--- config.mk ---
export PLATFORM = sky130hd
export DESIGN_NAME = adder_tree_driver
export DESIGN_NICKNAME = d
export VERILOG_FILES = /design/src/rtl/adder_tree_driver.sv
export SDC_FILE = /design/constraint.sdc
export NUM_CORES = 1
export LEC_CHECK = 0
export ABC_CLOCK_PERIOD_IN_PS = 3600
export CAP_MARGIN = 0
export CELL_PAD_IN_SITES_DETAIL_PLACEMENT = 0
export CELL_PAD_IN_SITES_GLOBAL_PLACEMENT = 1
export CORE_MARGIN = 8
export CORE_UTILIZATION = 41
export CTS_BUF_LIST = sky130_fd_sc_hd__clkbuf_8
export CTS_CLUSTER_DIAMETER = 80
export DETAILED_ROUTE_END_ITERATION = 8
export PLACE_DENSITY = 0.94
export SYNTH_ARGS = -nofsm -noshare
export SYNTH_HDL_FRONTEND = slang
export SYNTH_SLANG_ARGS = --single-unit
--- constraint.sdc ---
create_clock -name clk -period 3.6 [get_ports clk]
set_input_delay 0.72 -clock clk [delete_from_list [all_inputs] [get_ports clk]]
set_output_delay 0.72 -clock clk [all_outputs]
set_load 0.01 [all_outputs]
--- src/rtl/adder_tree_driver.sv ---
// Serial-to-parallel driver for an 8-lane adder tree. It loads eight operands
// into the tree lanes and keeps its own reference sum. After the tree latency
// it captures the tree result and flags any mismatch. The result is then held
// until the downstream side accepts it.
module adder_tree_driver #(
  parameter int WIDTH = 5,
  parameter int SUM_W = WIDTH + 3,
  parameter int LAT   = 2
) (
  input  logic               clk,
  input  logic               rst,
  input  logic               in_valid,
  output logic               in_ready,
  input  logic [WIDTH-1:0]   in_data,
  output logic [8*WIDTH-1:0] lane_out,
  input  logic [SUM_W-1:0]   tree_sum,
  output logic               out_valid,
  input  logic               out_ready,
  output logic [SUM_W-1:0]   out_sum,
  output logic               out_err,
  output logic               err_sticky,
  output logic [15:0]        frame_cnt
);

  localparam int WCW = (LAT > 0) ? $clog2(LAT + 1) : 1;

  typedef enum logic [1:0] {
    FILL = 2'd0,
    WAIT = 2'd1,
    HOLD = 2'd2
  } state_t;

  state_t                  r_state;
  state_t                  w_next;
  logic [2:0]              r_fill_cnt;
  logic [WCW-1:0]          r_wait_cnt;
  logic [SUM_W-1:0]        r_acc;
  logic [7:0][WIDTH-1:0]   r_lane;
  logic [SUM_W-1:0]        r_out_sum;
  logic                    r_out_err;
  logic                    r_err_sticky;
  logic [15:0]             r_frame_cnt;

  logic                    w_accept;
  logic                    w_last;
  logic                    w_capture;
  logic                    w_release;
  logic                    w_mismatch;

  assign w_accept   = in_valid && (r_state == FILL);
  assign w_last     = w_accept && (r_fill_cnt == 3'd7);
  assign w_capture  = (r_state == WAIT) && (r_wait_cnt == '0);
  assign w_release  = (r_state == HOLD) && out_ready;
  assign w_mismatch = (tree_sum != r_acc);

  assign in_ready   = (r_state == FILL);
  assign out_valid  = (r_state == HOLD);
  assign lane_out   = r_lane;
  assign out_sum    = r_out_sum;
  assign out_err    = r_out_err;
  assign err_sticky = r_err_sticky;
  assign frame_cnt  = r_frame_cnt;

  // State register
  always_ff @(posedge clk or posedge rst) begin
    if (rst) r_state <= FILL;
    else     r_state <= w_next;
  end

  // Next-state logic: fill eight words, wait out tree latency, hold result
  always_comb begin
    w_next = r_state;
    unique case (r_state)
      FILL:    if (w_last)    w_next = WAIT;
      WAIT:    if (w_capture) w_next = HOLD;
      HOLD:    if (w_release) w_next = FILL;
      default: w_next = FILL;
    endcase
  end

  // Operand loading: fill counter, lanes and reference accumulator
  always_ff @(posedge clk or posedge rst) begin
    if (rst) begin
      r_fill_cnt <= '0;
      r_lane     <= '0;
      r_acc      <= '0;
    end else if (w_accept) begin
      // The counter wraps 7->0 on the last word, so it is already 0 for the next frame
      r_fill_cnt         <= r_fill_cnt + 3'd1;
      r_lane[r_fill_cnt] <= in_data;
      if (r_fill_cnt == 3'd0) r_acc <= SUM_W'(in_data);
      else                    r_acc <= r_acc + SUM_W'(in_data);
    end
  end

  // Tree latency countdown, loaded on the last accept
  always_ff @(posedge clk or posedge rst) begin
    if (rst)                                     r_wait_cnt <= '0;
    else if (w_last)                             r_wait_cnt <= WCW'(LAT);
    else if (r_state == WAIT && !w_capture)      r_wait_cnt <= r_wait_cnt - WCW'(1);
  end

  // Result capture, error flags and completed-frame count
  always_ff @(posedge clk or posedge rst) begin
    if (rst) begin
      r_out_sum    <= '0;
      r_out_err    <= 1'b0;
      r_err_sticky <= 1'b0;
      r_frame_cnt  <= '0;
    end else begin
      if (w_capture) begin
        r_out_sum <= tree_sum;
        r_out_err <= w_mismatch;
        if (w_mismatch) r_err_sticky <= 1'b1;
      end
      if (w_release) r_frame_cnt <= r_frame_cnt + 16'd1;
    end
  end

endmodule

# After elaboration in Yosys (flattened, before gate mapping)
# Index checks and enable logic that the tools add are counted.
word_totals:
  wordCells: 52
  ff_bits: 81
classes:
  n_eq_ne: 7
  n_addsub: 4
  reduce_logical: 13
  n_mux: 10
  magnitude_cmp: 2
op_table:
  columns: ["op", "n"]
  rows:
  - ["40-bit bitwise mux", 1]
  - ["16-bit by 1-bit adder with 16-bit output (second input constant)", 1]
  - ["5-bit demux with 3-bit select", 1]
  - ["2-bit two-way mux", 5]
  - ["8-bit by 5-bit adder with 8-bit output", 1]
  - ["8-bit two-way mux", 1]
  - ["8-bit != test", 1]
  - ["1-bit logical AND", 6]
  - ["2-bit case mux with 3 select lines", 1]
  - ["5-bit two-way mux", 1]
  - ["2-bit logical NOT", 2]
  - ["3-bit by 4-bit less-than comparator with 1-bit output (second input constant)", 1]
  - ["2-bit by 1-bit != test with 1-bit output (second input constant)", 2]
  - ["3-bit by 1-bit adder with 3-bit output (second input constant)", 1]
  - ["3-bit equality test (second input constant)", 1]
  - ["3-bit by 1-bit >= comparator with 1-bit output (second input constant)", 1]
  - ["3-bit logical NOT", 1]
  - ["3-bit AND reduction", 1]
  - ["2-bit by 1-bit equality test with 1-bit output (second input constant)", 1]
  - ["2-bit equality test (second input constant)", 1]
  - ["2-bit != test (second input constant)", 1]
  - ["2-bit AND reduction", 1]
  - ["2-bit nonzero test", 1]
  - ["2-bit by 1-bit subtractor with 2-bit output (second input constant)", 1]
  - ["1-bit logical NOT", 1]

# Depth between registers and ports, before layout
# Gate-level depths: netlist (run 1).
logic_depth:
  ltp_word: 6
  depth_mapped: 8

# Worst setup path after synthesis (run 1)
# Ideal clock, no wire load.
synth_timing:
  kind: "input -> register"
  startpoint: "in in_data[0]"
  endpoint: "reg r_acc[6]"
  setup_slack_ps: 1610
  cell_stages: 8
  n_path_buf: 0
  arrival_time_ps: 1857
  setup_time_ps: 133
  path_cell_list: "ha_1 inv_1 fa_1 nor2b_1 o21a_1 o31ai_1 a21oi_1 o22ai_1"
synth_between:
  elab_chain_len: 2
synth_lines:
  columns: ["element", "line_no", "text"]
  rows:
  - ["from (decl)", "14", "input logic [WIDTH-1:0] in_data,"]
  - ["8-bit by 5-bit adder with 8-bit output", "92", "else r_acc <= r_acc + SUM_W'(in_data);"]
  - ["8-bit two-way mux", "91", "if (r_fill_cnt == 3'd0) r_acc <= SUM_W'(in_data);"]
  - ["to (signal assigned)", "91", null]
  - ["to (signal assigned)", "92", null]
  - ["to (decl)", "37", "logic [SUM_W-1:0] r_acc;"]
# Every way passes these cells.
# A chain may end at the register's enable or synchronous reset.

# Worst setup path in the final report (run 1)
layout_timing:
  startpoint: "in in_data[1]"
  endpoint: "reg r_acc[5]"
# The elaborated chain is that of the path after synthesis.

==> reports/metrics.cfg, run 1 <==
[logic_synthesis]
yosys.area.top_type = dfrtp_1
async_flop_share_pct = 100
yosys-top-cells-area = dfrtp_1, mux2_2, xor2_1
yosys_register_bits = 81
synth_seq_area_share_pct = 56.6
synthCells = 293
ys.flop_type = dfrtp_1
synth_fp_nets = 321
ys_warn_count = 0
syn-cell-area_um2 = 3580
yosys.area.top_type_share_pct = 56.6
synth_edf_count = 0
synth.avg_cell_area_um2 = 12.2
synth_cell_type_count = 41

[global_route]
grt_pass1_wl_mm = 13.6
grt_max_degree = 52
gr-total-overflow = 0
antenna_found_initial = 0
grt_pass1_vias = 2686
grt.total_usage_pct = 14.4

[timing]
relSlewSlack_pct = 62.0
fin_worst_skew_ns = 0.00653
worst_pin_slew_ns = 0.569
rsz0062_at_grt = no
final-max-slew-violation-count = 0
finalHoldViolCount = 0
fin_ws_ns = 1.14
finalCriticalPeriod_ns = 2.46
finalSetupViolCount = 0
fin_setup_tns_ns = 0
hold_slack_ns = 0.480
fmax_mhz = 407
fin_crit_sh_pct = 68.3

[pwr]
pwr_density_cell_nw_per_um2 = 820
p_leak_nw = 2.10
ir_worst_vdd_uv = 513

[worst_setup_path]
worstSetupStartpointType = input pin
arrival_ns = 2.73
path_cells = clkdlybuf4s50_1 > ha_1 > a211oi_1 > o21bai_1 > a21oi_1 > a21oi_1 > o21ai_0
rrSetupSlack_ns = 1.61
crit_start = in_data[1]
r2r_cells = 4
worstReg2RegEnd = lane_out[5]
rr_startpoint = r_state[0]
required_ns = 3.87
crit_end = r_acc[5]
cp_common_cell = a21oi_1
cp_slowest_stage_delay_ns = 0.67
crit_path_end_kind = flip-flop
crit_type = in2reg
path_max_fanout = 8
cpMaxStageDelayCell = clkdlybuf4s50_1

[drt]
vias_per_cell = 5.04
routedWlPerCell_um = 16.5
vias = 2525
ant_nets = 0
first_pass_iters = 4
drc = 0
first_iter_violations = 55
routed_wirelength_mm = 8.28

[hold_path]
hold_class = reg2reg

[die]
ioPinCount = 85
die_height_um = 109
initial_core_util_pct = 41.7
die_w_um = 109
row_count = 34
core_um2 = 8590
dieArea_um2 = 12000

[job]
maxCapViolations = 0

[placement]
dp_cells = 485
dp_hpwl_mm = 6.19
portBuffers = 84
place_congestion = 0.818
place_ws_ns = 0.805
dpl_cell_area_um2 = 4580

[clock_tree]
numClockSinks = 81
clk_latency_ns = 0.35
cts-buffers-inserted = 9
htree_levels = 3
cts_hold_buf = 0
cts_setup_buffers = 0
clkTransAtPathRegs_ns = 0.08
ctsLongestPathBuffers = 2
cts_tree = yes
root_buffer = clkbuf_8
post_cts_resize_count = 0

[cells_and_area]
nets = 416
fin_cells = 501
n_antenna_cell = 0
layout_common_cells = clkdlybuf4s50_1, dfrtp_1, mux2_2
drive_gt1_share_pct = 18.6
fin_area_um2 = 4800
syn2layout_area_growth_pct = 34.0
mostFrequentLayoutCell = clkdlybuf4s50_1

[status]
outcome = finished clean

cell usage after synthesis, types with 2 or more instances:
| library cell | n |
|---|---|
| dfrtp_1 | 81 |
| xnor2_1 | 11 |
| nor4_1 | 2 |
| nand2_1 | 26 |
| and2_1 | 2 |
| inv_1 | 11 |
| clkbuf_1 | 2 |
| nand3_1 | 14 |
| and3_1 | 2 |
| xor2_1 | 15 |
| o21ai_0 | 10 |
| nor3_2 | 2 |
| ha_1 | 10 |
| mux2_2 | 46 |
| o211ai_1 | 3 |
| nor2_1 | 16 |
| nand4_1 | 2 |
| a21oi_1 | 10 |
| a21o_1 | 2 |
| nand3b_1 | 2 |
| nor2b_1 | 4 |
report_power, final:
part / switching [mW] / leakage [nW] / internal, mW
clock: 0.334 / 0.107 / 0.390
combinational: 0.723 / 0.994 / 0.961
sequential: 0.251 / 1.00 / 1.28
total: 1.31 / 2.10 / 2.63
critical path: cells and delay by family:
| kind | cells | cell delay (ns) |
|---|---|---|
| compound gates | 5 | 1.03 |
| fa+ha+maj | 1 | 0.31 |
| buf+inv | 1 | 0.67 |
per-stage QoR:
stage,power (mW),util (%)
floorplan,2.39,-
global placement,3.19,53.3
detailed placement,3.25,53.3
CTS,4.00,55.8
global route,4.21,55.8
finish,3.94,55.8
routing by layer:
layer / vias up / share of wire (%) / track usage, %
met4: 0 / 0.30 / 3.76
met1: 1242 / 44 / 17.1
met5: - / 0 / 0
met3: 4 / 11 / 8.03
met2: 75 / 45 / 22.2
li1: 1204 / - / -
logic make-up (layout without fill, tap and decap cells):
kind of cell | after synthesis | after routing | synth area share, %
mux | 46 | 46 | 14.5
flops | 81 | 81 | 56.6
simple gates | 82 | 82 | 11.4
xor+xnor | 26 | 26 | 6.36
fa+ha+maj | 11 | 11 | 4.05
buf+inv | 15 | 115 | 1.82
compound gates | 32 | 32 | 5.28
flip-flops by register name (all words and copies together) (netlist names):
| name | flops |
|---|---|
| out_sum | 8 |
| frame_cnt | 16 |
| r_state | 2 |
| out_err | 1 |
| err_sticky | 1 |
| lane_out | 40 |
| r_acc | 8 |
| r_fill_cnt | 3 |
| r_wait_cnt | 2 |
final cells by class:
cell class / count / area, um^2
Clock buffer: 9 / 124
Clock inverter: 7 / 96.3
Fill cell: 732 / 3800
Inverter: 11 / 42.5
Multi-Input combinational cell: 197 / 1490
Sequential cell: 81 / 2030
Tap cell: 108 / 135
Timing Repair Buffer: 88 / 883
worst min-delay path by stage:
stage,start,end,slack [ns],cells past startpoint
final,frame_cnt[15],frame_cnt[15],0.48,1
after global routing,frame_cnt[15],frame_cnt[15],0.51,1
after CTS,frame_cnt[15],frame_cnt[15],0.50,1
after detailed placement,lane_out[6],lane_out[6],0.48,2
after global placement,frame_cnt[15],frame_cnt[15],0.46,1
after floorplan,r_wait_cnt[1],r_wait_cnt[1],0.47,2
(Power assumes the default switching activity.)
==> run 2, diff against run 1 <==
Settings changed: ABC_CLOCK_PERIOD_IN_PS 3600 to 2250, CORE_UTILIZATION 41 to 37, PLACE_DENSITY 0.94 to 0.9.
Clock period 3.6 ns to 2.25 ns, I/O delays scaled along.
==> run 2 against run 1 <==
Compared with the run above:
- sequential power rose by 60%
- sequential cell count did not move
- critical path depth fell by 5
- combinational power rose by 65%
- register-to-register slack got worse by 1.2 ns
- total power rose by 57%
- worst hold slack got worse by 0.046 ns
- clock-buffer cell count did not move
- via count rose by 2.5%
- wire length rose by 3.1%
- critical path type is now reg2out
- largest cell class unchanged
- largest power group unchanged
==> reports/metrics.cfg, run 2 (synthesis results as in run 1) <==
[cells_and_area]
syn2layout_area_growth_pct = 37.0
fin_util_pct = 51.1
nets = 430
n_antenna_cell = 0
layout_common_cells = clkdlybuf4s50_1, dfrtp_1, mux2_2
largest_reg_flops = 40
mostFrequentLayoutCell = clkdlybuf4s50_1
drive_gt1_share_pct = 21.6
fin_area_um2 = 4900

[worst_setup_path]
worstSetupStartpointType = flip-flop
rr_startpoint = r_fill_cnt[0]
path_depth = 2
crit_path_end_kind = primary output
rrSetupSlack_ns = 0.38
path_max_fanout = 5
r2r_cells = 6
worstReg2RegEnd = r_acc[7]
arrival_ns = 1.59
path_cells = and2b_1 > clkdlybuf4s50_1
path_buf_inv = 1
path_delay_family = buffers and inverters
cpMaxStageDelayCell = clkdlybuf4s50_1
crit_end = out_valid
crit_start = r_state[0]
required_ns = 1.80
cp_slowest_stage_delay_ns = 0.56
crit_type = reg2out

[drt]
vias_per_cell = 4.79
routedWlPerCell_um = 15.8
drc = 0
first_iter_violations = 118
vias = 2589
first_pass_iters = 4
routed_wirelength_mm = 8.54
ant_nets = 0

[global_route]
grt_max_degree = 30
gr-total-overflow = 0
grt_pass1_wl_mm = 14.2
grt.total_usage_pct = 13.8
antenna_found_initial = 0
grt_pass1_vias = 2802

[pwr]
pwr_density_cell_nw_per_um2 = 1260
p_int_mw = 4.06
pwr-share-seq_pct = 39.6
clkPwrFrac_pct = 15.6
p_leak_nw = 2.16
totalPowerFinal_mw = 6.18
ir_worst_vdd_uv = 768
switching_share_pct = 34.4
p_comb_share_pct = 44.7
p_switching_mw = 2.12

[die]
die_height_um = 114
dieArea_um2 = 13100
die_w_um = 114
ioPinCount = 85
row_count = 36
core_um2 = 9590
initial_core_util_pct = 37.3

[clock_tree]
root_buffer = clkbuf_8
ctsLongestPathBuffers = 2
post_cts_resize_count = 0
htree_levels = 3
cts_hold_buf = 0
numClockSinks = 81
clk_latency_ns = 0.35
cts_setup_buffers = 0
clkTransAtPathRegs_ns = 0.09
cts_tree = yes
cts-buffers-inserted = 9

[placement]
dpl_cell_area_um2 = 4730
place_ws_ns = -0.107
dp_hpwl_mm = 6.52
portBuffers = 84
place_congestion = 0.829

[timing]
final-max-slew-violation-count = 0
fmax_mhz = 490
finalCriticalPeriod_ns = 2.04
finalSetupViolCount = 0
fin_ws_ns = 0.209
fin_setup_tns_ns = 0
worst_pin_slew_ns = 0.491
finalHoldViolCount = 0
relSlewSlack_pct = 67.2
fin_worst_skew_ns = 0.0130
fin_crit_sh_pct = 90.7
rsz0062_at_grt = no

[status]
outcome = finished clean

[job]
maxCapViolations = 0

[hold_path]
hold_class = in2async

==> run 2: metrics by stage <==
step           cells  hold slack, ns
4_1_cts          540           0.436
2_1_floorplan    293           0.467
3_3_place_gp     524           0.457
6_report         540           0.434
5_1_grt          540           0.454
3_5_place_dp     524           0.481
==> run 2: area by class of cell <==
type                            count  area, um^2
Fill cell                         862        4690
Clock inverter                      7        52.6
Inverter                           11        45.0
Clock buffer                        9         124
Multi-Input combinational cell    197        1490
Tap cell                          133         166
Timing Repair Buffer              102        1000
Sequential cell                    81        2030
==> run 2: routing by layer <==
metal	vias up	track usage, %	routed length [um]
li1	1234	-	-
met1	1269	16.8	3810
met2	73	21.0	3760
met3	13	5.96	795
met4	0	5.50	175
met5	-	0	0
==> run 2: power groups by stage <==
stage	clock network, mW	registers (mW)	logic, mW
2_1_floorplan	0	2.62	1.21
3_3_place_gp	0	2.45	2.73
3_5_place_dp	0	2.48	2.79
4_1_cts	0.991	2.46	2.81
5_1_grt	1.07	2.53	3.04
6_report	0.967	2.45	2.77
==> run 2: worst min-delay path by stage <==
stage,startpoint,to,slack (ns),cells after the start
global route,rst,lane_out[29],0.45,2
detailed placement,err_sticky,err_sticky,0.48,1
CTS,rst,lane_out[26],0.44,2
global placement,frame_cnt[15],frame_cnt[15],0.46,1
finish,rst,lane_out[26],0.43,2
floorplan,r_wait_cnt[1],r_wait_cnt[1],0.47,2
==> run 3, diff against run 2 <==
Settings changed: CORE_UTILIZATION 37 to 47, DONT_BUFFER_PORTS set to 1, PLACE_DENSITY 0.9 to 0.89.
==> run 3 against run 2 <==
Compared with the run above:
- worst setup slack gained 0.19 ns
- cell count shrank 24%
- via count shrank 15%
- die area shrank 18%
==> reports/metrics.cfg, run 3 (synthesis results as in run 1) <==
[timing]
finalCriticalPeriod_ns = 1.86
relSlewSlack_pct = 64.1
finalSetupViolCount = 0
rsz0062_at_grt = no
worst_pin_slew_ns = 0.537
finalHoldViolCount = 0
fmax_mhz = 539
fin_setup_tns_ns = 0
final-max-slew-violation-count = 0
fin_worst_skew_ns = 0.0121
fin_crit_sh_pct = 82.5

[global_route]
antenna_found_initial = 0
grt_pass1_wl_mm = 12.2
grt.total_usage_pct = 15.0
grt_max_degree = 82
gr-total-overflow = 0
grt_pass1_vias = 2334

[pwr]
p_leak_nw = 1.77
p_comb_share_pct = 26.8
clkPwrFrac_pct = 20.5
p_int_mw = 3.34
pwr-share-seq_pct = 52.7
switching_share_pct = 36.4
ir_worst_vdd_uv = 708
p_switching_mw = 1.91
pwr_density_cell_nw_per_um2 = 1340

[worst_setup_path]
worstSetupStartpointType = flip-flop
arrival_ns = 2.09
cpMaxStageDelayCell = dfrtp_1
path_max_fanout = 10
crit_path_end_kind = flip-flop
r2r_cells = 4
path_cells = nor2_2 > and2_1 > nand3_1 > mux2_2
cp_slowest_stage_delay_ns = 0.42
crit_type = reg2reg
required_ns = 2.48

[drt]
vias_per_cell = 5.38
ant_nets = 0
vias = 2204
drc = 0
routedWlPerCell_um = 18.1
first_pass_iters = 4
routed_wirelength_mm = 7.44
first_iter_violations = 54

[die]
initial_core_util_pct = 47.3
die_w_um = 103
core_um2 = 7570
dieArea_um2 = 10700
die_height_um = 103
row_count = 32
ioPinCount = 85

[cells_and_area]
largest_reg_flops = 40
fin_util_pct = 51.9
syn2layout_area_growth_pct = 9.71
mostFrequentLayoutCell = dfrtp_1
fin_area_um2 = 3930
n_antenna_cell = 0
drive_gt1_share_pct = 23.7
nets = 331
layout_common_cells = dfrtp_1, mux2_2, nand2_1

[clock_tree]
ctsLongestPathBuffers = 2
cts_hold_buf = 0
post_cts_resize_count = 0
cts_tree = yes
clk_latency_ns = 0.35
clkTransAtPathRegs_ns = 0.09
htree_levels = 3
cts-buffers-inserted = 9
root_buffer = clkbuf_8
cts_setup_buffers = 0
numClockSinks = 81

[placement]
dp_hpwl_mm = 5.49
dpl_cell_area_um2 = 3720
place_congestion = 0.804
portBuffers = 0

[hold_path]
hold_class = in2async

[job]
maxCapViolations = 0

[status]
outcome = finished clean

-- run 3: layout make-up --
class                           instances  area (um^2)
Inverter                               11         45.0
Sequential cell                        81         2030
Multi-Input combinational cell        197         1490
Tap cell                              102          128
Clock buffer                           10          138
Fill cell                             657         3640
Timing Repair Buffer                    3         35.0
Clock inverter                          6         67.6
-- run 3: through the flow --
step	power (mW)	setup WS (ns)	hold slack, ns	cells
after floorplan	3.83	0.530	0.467	293
after global placement	4.16	0.452	0.473	394
after detailed placement	4.24	0.401	0.478	394
after CTS	5.33	0.372	0.0956	410
after global routing	5.63	0.268	0.127	410
final	5.25	0.394	0.0820	410
-- run 3: layer usage --
layer | vias to the layer above | track usage [%] | share of wire (%)
met5 | - | 0 | 0
met4 | 0 | 5.67 | 1.5
met3 | 11 | 6.63 | 13
met2 | 76 | 22.4 | 45
met1 | 1084 | 18.6 | 41
li1 | 1033 | - | -
-- run 3: final timing paths --
| path | from | end | slack [ns] |
|---|---|---|---|
| setup / recovery | r_state[0] | lane_out[19] | 0.39 |
| hold / removal | rst | lane_out[8] | 0.08 |
| setup reg to reg | r_state[0] | lane_out[19] | 0.39 |
| hold reg to reg | r_wait_cnt[1] | r_wait_cnt[1] | 0.53 |
| max in group asynchronous | rst | r_acc[7] | 1.83 |
| min in group clk | out_ready | r_state[1] | 0.24 |
-- run 3: power groups by stage --
stage                     Combinational, mW  Clock [mW]  Sequential, mW
after global routing                   1.60        1.16            2.87
after global placement                 1.37           0            2.80
final                                  1.41        1.08            2.76
after floorplan                        1.21           0            2.62
after CTS                              1.43        1.11            2.79
after detailed placement               1.42           0            2.81
-- run 3: critical path, delay by kind of cell, from the launching register on --
kind | cells | cell delay, ns
mux | 1 | 0.35
simple gates | 3 | 0.96
flops | 1 | 0.42
